===== src/rtl/alu_multicycle.sv =====
`default_nettype none
// ============================================================================
// Module   : alu_multicycle
// Brief    : Registered ALU. add/sub/and/or finish in one cycle, and mul is a
//            32-iteration shift-and-add.
// Revision : 1.0 - initial release
// ============================================================================
module alu_multicycle (
    input  logic        clk_i,
    input  logic        rst_i,
    input  logic        start_i,
    input  logic [2:0]  ALUCtrl_i,
    input  logic [31:0] data1_i,
    input  logic [31:0] data2_i,
    output logic [31:0] data_o,
    output logic        zero_o,
    output logic        busy_o,
    output logic        done_o
);

    localparam logic [1:0] c_IDLE = 2'd0;
    localparam logic [1:0] c_MUL  = 2'd1;
    localparam logic [1:0] c_DONE = 2'd2;

    localparam logic [2:0] c_OP_AND = 3'b000;
    localparam logic [2:0] c_OP_OR  = 3'b001;
    localparam logic [2:0] c_OP_ADD = 3'b010;
    localparam logic [2:0] c_OP_SUB = 3'b110;
    localparam logic [2:0] c_OP_MUL = 3'b111;

    logic [1:0]  r_state;
    logic [31:0] r_data;
    logic        r_done;
    logic [31:0] r_acc;
    logic [31:0] r_mcand;
    logic [31:0] r_mplr;
    logic [4:0]  r_cnt;

    logic [31:0] w_alu;
    logic [31:0] w_acc_next;

    // Unsupported opcodes fall through to zero.
    always_comb begin
        w_alu = 32'd0;
        case (ALUCtrl_i)
            c_OP_ADD: w_alu = data1_i + data2_i;
            c_OP_SUB: w_alu = data1_i - data2_i;
            c_OP_AND: w_alu = data1_i & data2_i;
            c_OP_OR:  w_alu = data1_i | data2_i;
            default:  w_alu = 32'd0;
        endcase
    end

    assign w_acc_next = r_mplr[0] ? (r_acc + r_mcand) : r_acc;

    always_ff @(posedge clk_i) begin
        if (rst_i) begin
            r_state <= c_IDLE;
            r_data  <= 32'd0;
            r_done  <= 1'b0;
            r_acc   <= 32'd0;
            r_mcand <= 32'd0;
            r_mplr  <= 32'd0;
            r_cnt   <= 5'd0;
        end else begin
            case (r_state)
                c_IDLE: begin
                    r_done <= 1'b0;
                    if (start_i) begin
                        r_mcand <= data1_i;
                        r_mplr  <= data2_i;
                        r_acc   <= 32'd0;
                        r_cnt   <= 5'd0;
                        if (ALUCtrl_i == c_OP_MUL) begin
                            r_state <= c_MUL;
                        end else begin
                            r_data  <= w_alu;
                            r_done  <= 1'b1;
                            r_state <= c_DONE;
                        end
                    end
                end
                c_MUL: begin
                    r_acc   <= w_acc_next;
                    r_mcand <= r_mcand << 1;
                    r_mplr  <= r_mplr >> 1;
                    r_cnt   <= r_cnt + 5'd1;
                    // The final iteration's sum goes straight to the result.
                    if (r_cnt == 5'd31) begin
                        r_data  <= w_acc_next;
                        r_done  <= 1'b1;
                        r_state <= c_DONE;
                    end
                end
                c_DONE: begin
                    r_done  <= 1'b0;
                    r_state <= c_IDLE;
                end
                default: begin
                    r_done  <= 1'b0;
                    r_state <= c_IDLE;
                end
            endcase
        end
    end

    assign data_o = r_data;
    assign zero_o = (r_data == 32'd0);
    assign busy_o = (r_state != c_IDLE);
    assign done_o = r_done;

endmodule
`default_nettype wire


===== config.mk =====
export PLATFORM = sky130hd
export DESIGN_NAME = alu_multicycle
export DESIGN_NICKNAME = d
export VERILOG_FILES = /design/src/rtl/alu_multicycle.sv
export SDC_FILE = /design/constraint.sdc
export NUM_CORES = 1
export LEC_CHECK = 0
export ABC_AREA = 0
export CORE_ASPECT_RATIO = 0.6
export CORE_MARGIN = 2
export CORE_UTILIZATION = 55
export CTS_BUF_LIST = sky130_fd_sc_hd__clkbuf_4 sky130_fd_sc_hd__clkbuf_8
export DETAILED_ROUTE_END_ITERATION = 10
export PLACE_DENSITY = 0.83
export SLEW_MARGIN = 10
export SYNTH_ARGS = -nofsm -noshare
export SYNTH_HDL_FRONTEND = slang
export SYNTH_SLANG_ARGS = --single-unit

===== constraint.sdc =====
create_clock -name clk_i -period 6 [get_ports clk_i]
set_clock_uncertainty 0.1 [all_clocks]
set_input_delay 1.2 -clock clk_i [delete_from_list [all_inputs] [get_ports clk_i]]
set_output_delay 1.2 -clock clk_i [all_outputs]
set_load 0.05 [all_outputs]

==> reports/results.tsv <==
metric	value	unit
Syn Area/Cell	7.19	um2
dpl ws	0.196	ns
Inst Count DP	1810	
vias	11500	
Net Sw Power	0.00106	W
sequential cell fraction of total power	0.360	
CTS tree	yes	
Total Wirelength	35500	um
routed wire length per instance	19.3	um
Final Hold Vio Count	0	
Die X	186	um
CTS max path bufs	2	
count leader, synth	nor2_1	
Switching Fraction	0.372	
internal cell power	0.00179	W
data arrival time of the worst path	5.70	ns
GRT met2 Usage	0.510	
Max-cap violations	0	
number of global-route vias before repair	10500	
Ys Warns	0	
1st-pass router iterations	7	
buffer count from post-CTS setup fixing	0	
post-route ant nets	0	
pwr dens	227	nW/um2
H-tree depth	4	
Netlist cell types	73	
reg2reg setup slack	2.02	ns
GR Layer Usage met3	0.0631	
Seq cells post-synth	136	
Worst-Skew Late Latency	0.49	ns
num rows	39	
Crit Path Max Fanout	5	
Root Driver	clkbuf_8	
Most Crowded Layer GR	met2	
Initial Utilization	0.568	
Final Non-Filler Cells	1843	
count of pins over their slew limit	0	
crit path capture	data_o[30]	
Max Freq	0.185	GHz
cells on worst reg2reg path	11	
Critical Path RT	6.30	ns
gr ovfl total	0	
clock network fraction of design power	0.326	
Worst Hold Class	reg -> reg	
GP Congestion	0.946	
hold_buf cts	0	
clk sinks	136	
area grow syn2layout	14.7	%
Post-Syn Area	10900	um2
Leakage Power	5.16	nW
first-pass GRT wire length	56000	um
commonest cells in the netlist	291 x nor2_1, 167 x a21oi_1, 136 x dfxtp_1	
clk slew on worst S/H paths	0.09	ns
core area	19300	um2
Yosys top cell by area	dfxtp_1	
RSZ-0062 raised after global routing	no	
setup TNS	0	ns
number of port buffers	104	
drt first-iter violations	1378	
largest net degree at the start of global routing	101	
top cells by area, synth	dfxtp_1 25%, nor2_1 10%, ha_1 7.7%, a21oi_1 7.6%, nor2b_1 4.2%	
Max IR drop VDD	159	uV
post-detail-place hpwl	25400	um
DIE AREA	21100	um2
type of origin of the critical path	primary input	
NumNets Final	1702	
Num CTS Buffers	17	
setup ws final	0.593	ns
syn_nets	1661	
slew margin rel.	0.242	
vias per cell	6.26	
Total Power	0.00285	W
CP Capture Type	flip-flop	
RR Startpoint	r_mcand[0]	
status	complete, no violations	
GRT Total Usage	0.338	
asr flop ratio synth	0	
RR Endpoint	data_o[30]	
met1 track demand over resource	0.492	
fraction of layout cells with a size suffix above 1	0.0495	
DIE HEIGHT	113	um
Top FF cell, synth	dfxtp_1	
worst-margin pin slew	1.14	ns
post-synthesis sequential area ratio	0.249	
Mapped Cells	1522	
final period utilization	0.901	
# resized after CTS	0	
initial antenna violation count	1	
power share of the combinational group	0.314	
worst setup path startpoint	data2_i[7]	
# setup viols final	0	
Post-synth EDFFs	0	
worst hold slack	0.371	ns
DRC Markers	0	
Top Ports	105	
Synth top area share	0.249	
crit path kind	in -> reg	
Final min period	5.41	ns
[per-stage QoR]
stage	instance area (um2)	utilization
after floorplan	10900	-
after global placement	12100	0.627
after detailed placement	12100	0.627
after CTS	12500	0.651
after global routing	12500	0.651
final	12500	0.651
[cell families after synthesis]
group / share of synthesized area
compound gates: 0.252
fa+ha+maj: 0.107
mux: 0.0153
xor+xnor: 0.0624
simple gates: 0.271
buf+inv: 0.0438
flops: 0.249
[final cells by class]
type / instances / area, um2
tap: 266 / 333
multi-input combinational: 1261 / 7750
clock buffer: 18 / 248
inverter: 22 / 82.6
clock inverter: 14 / 213
sequential: 136 / 2730
antenna: 1 / 2.50
timing repair buffer: 125 / 1190
fill: 1700 / 6730
[per-layer routing]
| layer | vias up | routed length, um |
|---|---|---|
| met2 | 535 | 15400 |
| met1 | 5418 | 16300 |
| li1 | 5531 | - |
| met3 | 62 | 3200 |
| met4 | 0 | 720 |
| met5 | - | 0 |
[cell usage in the layout (no fill, tap or decap), types with 13 or more instances in the layout]
| cell type | count |
|---|---|
| a21oi_1 | 167 |
| inv_1 | 22 |
| maj3_1 | 29 |
| a31oi_1 | 13 |
| nand4_1 | 13 |
| ha_1 | 67 |
| a211oi_1 | 17 |
| nor3_1 | 74 |
| clkbuf_8 | 18 |
| xnor2_1 | 43 |
| dfxtp_1 | 134 |
| xor2_1 | 35 |
| a221oi_1 | 17 |
| a22oi_1 | 18 |
| nor4_1 | 16 |
| a21o_1 | 37 |
| nor2b_1 | 72 |
| buf_4 | 22 |
| clkdlybuf4s50_1 | 102 |
| nand3_1 | 18 |
| nand2b_1 | 15 |
| nor2_1 | 289 |
| nand2_1 | 93 |
| o21ai_0 | 51 |
[state kept, by name, summed over array words and instances (netlist names)]
register,cells
r_mplr,32
r_acc,32
done_o,1
r_mcand,32
data_o,32
r_state,2
r_cnt,5
[power groups by stage]
| stage | combinational (W) | sequential [W] | clock [W] |
|---|---|---|---|
| 6_report | 0.000896 | 0.00103 | 0.000928 |
| 5_1_grt | 0.000969 | 0.00103 | 0.000971 |
| 4_1_cts | 0.000879 | 0.00102 | 0.000926 |
| 3_5_place_dp | 0.000872 | 0.00104 | 0 |
| 3_3_place_gp | 0.000861 | 0.00104 | 0 |
| 2_1_floorplan | 0.000557 | 0.00108 | 0 |
[worst min path at each step]
stage / start / end / slack, ns / cells past startpoint
after floorplan: r_acc[31] / r_acc[31] / 0.35 / 2
after global placement: r_acc[31] / r_acc[31] / 0.35 / 2
after detailed placement: r_acc[31] / r_acc[31] / 0.36 / 2
after CTS: r_acc[31] / r_acc[31] / 0.37 / 2
after global routing: r_acc[31] / r_acc[31] / 0.39 / 2
final: r_acc[31] / r_acc[31] / 0.37 / 2
[critical path: stages]
cell and delay, ns:
clkdlybuf4s50_1 0.50, or3_1 0.44, or3_1 0.33, or3_1 0.38, nor3_2 0.21, nand2b_1 0.17, o31ai_1 0.27, xor2_1 0.11
ha_1 0.24, a21oi_1 0.33, and3_1 0.22, nand3_1 0.12, a31o_1 0.28, a31o_1 0.24, a2111o_1 0.43, a311oi_2 0.23
Note: power is estimated with default switching activity, not from simulation.
